`src/rtl/pll_rst_seq.sv`:
```
// Staged reset sequencer: qualifies PLL lock, releases the phy reset and then the
// core reset, and records sticky lock-loss information.
module pll_rst_seq #(
   parameter int STABLE_CYC = 1024,
   parameter int STAGE_GAP  = 16,
   parameter int CNT_W      = 8
) (
   input  logic             LS_CLK,
   input  logic             nRST,
   input  logic             lock,
   input  logic             sw_rst,
   input  logic             clr_sticky,
   output logic             nRST_phy,
   output logic             nRST_core,
   output logic             ready,
   output logic             lock_lost,
   output logic [CNT_W-1:0] loss_cnt,
   output logic [1:0]       state
);

   localparam int MAX_CYC = (STABLE_CYC > STAGE_GAP) ? STABLE_CYC : STAGE_GAP;
   localparam int CW      = (MAX_CYC > 2) ? $clog2(MAX_CYC) : 1;
   localparam logic [CW-1:0] STABLE_LAST = CW'(STABLE_CYC - 1);
   localparam logic [CW-1:0] GAP_LAST    = CW'(STAGE_GAP - 1);

   typedef enum logic [1:0] {
      WAIT_LOCK = 2'd0,
      STABLE    = 2'd1,
      RELEASE   = 2'd2,
      RUN       = 2'd3
   } state_t;

   state_t        state_reg;
   logic [CW-1:0] cnt_reg;
   logic          sync1_reg;
   logic          sync2_reg;
   logic          loss;

   // Lock is only a loss once at least the phy reset has been let go.
   assign loss  = ((state_reg == RELEASE) || (state_reg == RUN)) && !sync2_reg;
   assign state = state_reg;

   always_ff @(posedge LS_CLK or negedge nRST) begin
      if (!nRST) begin
         sync1_reg <= 1'b0;
         sync2_reg <= 1'b0;
         state_reg <= WAIT_LOCK;
         cnt_reg   <= '0;
         nRST_phy  <= 1'b0;
         nRST_core <= 1'b0;
         ready     <= 1'b0;
         lock_lost <= 1'b0;
         loss_cnt  <= '0;
      end else begin
         sync1_reg <= lock;
         sync2_reg <= sync1_reg;

         if (loss) begin
            state_reg <= WAIT_LOCK;
            cnt_reg   <= '0;
            nRST_phy  <= 1'b0;
            nRST_core <= 1'b0;
            ready     <= 1'b0;
            lock_lost <= 1'b1;
            // A simultaneous clear wipes the old count before this loss is added.
            if (clr_sticky)
               loss_cnt <= CNT_W'(1);
            else if (loss_cnt != {CNT_W{1'b1}})
               loss_cnt <= loss_cnt + 1'b1;
         end else begin
            if (clr_sticky) begin
               lock_lost <= 1'b0;
               loss_cnt  <= '0;
            end

            if (sw_rst) begin
               state_reg <= WAIT_LOCK;
               cnt_reg   <= '0;
               nRST_phy  <= 1'b0;
               nRST_core <= 1'b0;
               ready     <= 1'b0;
            end else begin
               case (state_reg)
                  WAIT_LOCK: begin
                     cnt_reg   <= '0;
                     nRST_phy  <= 1'b0;
                     nRST_core <= 1'b0;
                     ready     <= 1'b0;
                     if (sync2_reg)
                        state_reg <= STABLE;
                  end
                  STABLE: begin
                     if (!sync2_reg) begin
                        state_reg <= WAIT_LOCK;
                        cnt_reg   <= '0;
                     end else if (cnt_reg == STABLE_LAST) begin
                        state_reg <= RELEASE;
                        cnt_reg   <= '0;
                        nRST_phy  <= 1'b1;
                     end else begin
                        cnt_reg <= cnt_reg + 1'b1;
                     end
                  end
                  RELEASE: begin
                     nRST_phy <= 1'b1;
                     if (cnt_reg == GAP_LAST) begin
                        state_reg <= RUN;
                        cnt_reg   <= '0;
                        nRST_core <= 1'b1;
                        ready     <= 1'b1;
                     end else begin
                        cnt_reg <= cnt_reg + 1'b1;
                     end
                  end
                  default: begin
                     state_reg <= RUN;
                  end
               endcase
            end
         end
      end
   end

endmodule

```
`config.mk`:
```
export PLATFORM = sky130hd
export DESIGN_NAME = pll_rst_seq
export DESIGN_NICKNAME = d
export VERILOG_FILES = /design/src/rtl/pll_rst_seq.sv
export SDC_FILE = /design/constraint.sdc
export NUM_CORES = 1
export LEC_CHECK = 0
export BUFFER_PORTS_ARGS = -buffer_cell sky130_fd_sc_hd__buf_2
export CAP_MARGIN = 10
export CORE_AREA = 2 2 68 70
export DETAILED_ROUTE_END_ITERATION = 7
export DIE_AREA = 0 0 70 72
export MAX_ROUTING_LAYER = met4
export PLACE_DENSITY = 0.6
export SYNTH_ARGS = -nofsm -noshare
export SYNTH_HDL_FRONTEND = slang
export SYNTH_SLANG_ARGS = --single-unit
```
`constraint.sdc`:
```
create_clock -name LS_CLK -period 2.4 [get_ports LS_CLK]
set_clock_uncertainty 0.05 [all_clocks]
set_input_delay 0.36 -clock LS_CLK [delete_from_list [all_inputs] [get_ports LS_CLK]]
set_output_delay 0.36 -clock LS_CLK [all_outputs]
set_load 0.02 [all_outputs]
```
**Word-level counts from Yosys, hierarchy flattened**

Cells that the tools add are included.
W data, S select, Z words.

- Reduce and logical (&&, ||, !) cells: 12
- Mux-type cells: 28
- Equality and inequality tests: 11
- $add $sub $neg: 2

Operators by type and width:

| operator | count |
|---|---|
| $mux W10 | 5 |
| $mux W8 | 4 |
| $pmux W10 S3 | 1 |
| $mux W2 | 6 |
| $ne A4 B4 Y1 const B | 3 |
| $add A10 B1 Y10 const B | 1 |
| $eq A10 B10 Y1 const B | 1 |
| $eq A10 B4 Y1 const B | 1 |
| $mux W1 | 9 |
| $add A8 B1 Y8 const B | 1 |
| $ne A8 B8 Y1 const B | 1 |
| $pmux W2 S3 | 1 |
| $reduce_and A3 Y1 | 2 |
| $ne A5 B5 Y1 const B | 1 |
| $reduce_bool A5 Y1 | 1 |
| $eq A2 B2 Y1 const B | 2 |
| $ne A4 B3 Y1 const B | 1 |
| $reduce_and A2 Y1 | 2 |
| $reduce_bool A2 Y1 | 2 |
| $reduce_bool A4 Y1 | 1 |
| $pmux W1 S3 | 1 |
| $eq A2 B1 Y1 const B | 1 |
| $logic_not A2 Y1 | 1 |
| $pmux W1 S2 | 1 |
| other kinds (3) | 3 |

- Input port bits: 5
- Register bits after elaboration: 25
- Output and inout port bits: 14

**Logic depth before layout (Yosys ltp)**

- Depth in word-level cells: 6
- Gate-level depth with buffers: 8
- Depth with buffers taken out: 7

**Worst setup path before layout**

No wires, ideal clock.

- Kind: reg-to-reg
- Start point: register state_reg[0], in the netlist state[0]
- End point: register cnt_reg[8]
- Path slack: 312 ps
- Cell stages (with the launch flop): 9
- Buffers on the path: 1
- Arrival time: 1,920 ps
- Data required time: 2,232 ps
- Clock period less this slack: 2,088 ps
- Setup time: 118 ps
- Cell sequence: dfrtp_1 -> inv_1 -> ha_1 -> buf_4 -> nor4_1 -> a21boi_2 -> or3_1 -> a21oi_1 -> a21o_1

- Word-level cells in the longest chain between the ends: 4
- Elaborated cells between the ends (all ways): 10

RTL lines:

| item | line | source |
|---|---|---|
| from (decl) | 33 | `state_t state_reg;` |
| from (signal assigned) | 47 | `state_reg <= WAIT_LOCK;` |
| from (signal assigned) | 59 | `state_reg <= WAIT_LOCK;` |
| from (signal assigned) | 77 | `state_reg <= WAIT_LOCK;` |
| $eq A2 B2 Y1 (tied with other cells) | 40, 83 |  |
| $pmux W10 S3 / $logic_or A1 B1 Y1 (equally long branches) | 83, 40 |  |
| $mux W10 / $logic_and A1 B1 Y1 (equally long branches) | 76, 40 |  |
| $mux W10 / $reduce_bool A5 Y1 (equally long branches) | n/a |  |
| to (signal assigned) | 101 | `cnt_reg <= cnt_reg + 1'b1;` |
| to (signal assigned) | 112 | `cnt_reg <= cnt_reg + 1'b1;` |
| to (decl) | 34 | `logic [CW-1:0] cnt_reg;` |

Several ways; a longest one is shown, not always the timed one.
A chain may end at the register's enable or synchronous reset.

**Final worst setup path**

- Start point: register state_reg[0], in the netlist state[0]
- End point: register nRST_phy

- Word-level cells in the longest chain between the ends: 5
- Elaborated cells between the ends (all ways): 13

RTL lines:

| item | line | source |
|---|---|---|
| $eq A2 B2 Y1, on equally long branches | 40, 83 |  |
| $logic_or A1 B1 Y1 | 40 | `assign loss = ((state_reg == RELEASE) \|\| (state_reg == RUN)) && !sync2_reg;` |
| $logic_and A1 B1 Y1 | 40 |  |
| $ne A4 B4 Y1 (no line) / $reduce_bool A5 Y1 (equally long branches) | n/a |  |
| $reduce_and A3 Y1 (no line) | n/a |  |
| to (signal assigned) | 49 | `nRST_phy <= 1'b0;` |
| to (signal assigned) | 61 | `nRST_phy <= 1'b0;` |
| to (signal assigned) | 79 | `nRST_phy <= 1'b0;` |
| to (decl) | 13 | `output logic nRST_phy,` |

Several ways; a longest one is shown, not always the timed one.

==> key figures <==
Global route
  • Vias in the first global route: 1290
  • Antenna violations before repair: 0
  • First-pass GRT wire length: 5640 um
  • Largest net degree at the start of global routing: 26
  • Tot GR Track Use: 0.140
  • GRT overflow: 0

Pwr
  • Internal power: ~0.77 mW
  • Clock share of power: 0.213
  • Reg power frac: 0.403
  • Sw Ratio: 0.398
  • P per Cell Area: 759 nW/um^2
  • Design Power: 1.28 mW
  • Leakage: 0.777 nW
  • Net Sw Power: just over 0.5 mW
  • Maximum vdd drop: 0.423 mV
  • Logic gate share of total power: 0.384

Critical path
  • Crit. End Element: flip-flop
  • Critical-path maximum fanout: 8
  • FF-to-FF Start: state[0]
  • Crit path DAT: 2.33 ns
  • Crit path kind: reg -> reg
  • Crit path launch type: flip-flop
  • Crit path required time: approximately 2.5 ns
  • Worst setup path start: state[0]

Route
  • Via/cell ratio: roughly 5.6
  • Initial DRC count: 89
  • Final wirelength: around 3200 um
  • First-pass iteration count of the detailed router: 4
  • DRC violations left: 0
  • Final ANT Viol Nets: 0
  • Vias: 1232
  • WL/cell: 14.6 um

Logic synthesis
  • YS warnings: 0
  • Largest cells by area after synthesis: dfrtp_1, ha_1, nand2_1
  • Avg Inst Size Synth: 10.0 um^2
  • Top-area cell type share of the netlist area: 0.414
  • Top_reg_cell synth: dfrtp_1
  • Synthesized instance count: 151
  • Mapped Area: 1510 um^2
  • Asr flop ratio synth: 1.00
  • Synth area leader: dfrtp_1
  • Synth cell types: between 40 and 50
  • Seq/Total Area, Yosys: 0.414
  • Seq cells post-synth: 25
  • Syn Nets: 164
  • Number of synthesized flops with an enable pin: 0

Timing
  • Worst-Margin Slew: approximately 0.56 ns
  • Slew Limit Fails: 0
  • Fmax: 0.452 GHz
  • Setup TNS: 0 ns
  • Hold Vio Cnt, Final: 0
  • Final setup violation count: 0
  • Final period util: 0.922
  • Slew headroom: 0.624
  • Unrepaired setup endpoints after global routing: false
  • Fin crit period: 2.21 ns

Place
  • Detailed Place HPWL: 2420 um
  • RD Place Congestion: 0.959
  • Port Buf Inserts: 18

Clock network
  • Hold_buf cts: 0
  • Root buffer cell: clkbuf_8
  • Gates resized, CTS repair: 0
  • Worst-Skew Late Latency: 0.27 ns
  • Reg clk slew, reported paths: roughly 0.1 ns
  • Max Root-Sink Buffers: 2
  • Max H-tree Level: 1
  • TritonCTS clock tree: built
  • Setup bufs post-CTS: 0
  • Clk sinks: 25
  • Total CTS buffers: 3

Die
  • Die width: 70 um
  • Num rows: 24
  • Starting Density: 0.355
  • Chip Height: around 72 um
  • Die area: ~5000 um^2
  • Core area: 4260 um^2
  • I/O pin cnt: 19

Cells and area
  • Max FFs per register: 10
  • Share of cells above drive strength 1: 0.208
  • Diode count: 0
  • Fill count: 423
  • Layout area overhead: 11.1%
  • Most frequent cells in the layout: dfrtp_1, buf_2, nand2_1
  • Final nets: 182
  • Commonest non-fill, non-tap cell in the layout: dfrtp_1

Flow run
  • Maxcap violations: 0

Outcome
  • Status: completed

Min path
  • Hold Path Class: in -> async
==> synth_stat cells, types with 2 or more instances <==
master	number
a21o_1	3
a21oi_1	7
a31oi_1	5
a32o_1	2
and3_1	3
and4_1	5
buf_4	4
dfrtp_1	25
ha_1	8
inv_1	11
nand2_1	14
nand3_1	5
nand4_1	3
nor2_1	10
nor3_1	5
nor4_1	2
o21ai_0	4
o21ai_1	4
o21ai_2	3
or3_1	3
xnor2_1	2
xor2_1	3
==> through the flow <==
step,area (um^2),instances,util,setup slack [ns],hold WS (ns)
floorplan,1510,151,-,0.312,0.0144
global placement,1630,216,0.382,0.257,0.288
detailed placement,1630,216,0.382,0.172,0.297
CTS,1680,220,0.394,0.174,0.0246
global route,1680,220,0.394,0.00858,0.0357
finish,1680,220,0.394,0.188,0.00933
==> path summary, 6_finish.rpt <==
path | slack [ns] | cells after the start | end
worst max-delay path | 0.19 | 6 | nRST_phy
worst min-delay path | 0.009 | 1 | loss_cnt[7]
worst max register to register | 0.19 | 6 | nRST_phy
worst min register to register | 0.31 | 0 | sync2_reg
max in group asynchronous | 1.91 | 1 | cnt_reg[7]
min in group LS_CLK | 0.14 | 1 | sync1_reg
==> worst max-delay path, cell delays in order (launching register included) <==
cell	delay, ns
dfrtp_1	0.45
inv_1	0.11
ha_1	0.36
nor4_1	0.38
a21boi_2	0.37
a31oi_1	0.11
a32o_1	0.28
==> metal layers <==
layer	vias up	part of all wire	global-route usage
li1	586	-	-
met1	607	0.43	0.166
met2	33	0.52	0.240
met3	6	0.036	0.0236
met4	0	0.016	0.0556
met5	-	0	-
==> power groups by stage <==
stage	sequential, mW	combinational, mW	clock, mW
after floorplan	0.556	0.312	0
after global placement	0.518	0.473	0
after detailed placement	0.522	0.489	0
after CTS	0.514	0.491	0.279
after global routing	0.524	0.542	0.300
final	0.514	0.490	0.272
==> final cells by class <==
type | instances | area, um^2 | area share
multi-input combinational | 109 | 801 | 0.477
sequential | 25 | 626 | 0.372
timing repair buffer | 19 | 97.6 | 0.0581
tap | 52 | 65.1 | 0.0387
clock buffer | 3 | 41.3 | 0.0246
inverter | 11 | 41.3 | 0.0246
clock inverter | 1 | 8.76 | 0.00521
==> cell families (layout without fill, tap and decap cells) <==
kind of cell	after synthesis	count (layout)	share of synthesized area
AND/OR/NAND/NOR	56	56	0.216
AO/OA/AOI/OAI	39	39	0.212
flip-flops	25	25	0.414
buffers and inverters	17	34	0.0571
adder cells (fa/ha/maj)	8	8	0.0662
XOR/XNOR	5	5	0.0290
multiplexers	1	1	0.00662
Note: power is estimated with default switching activity, not from simulation.
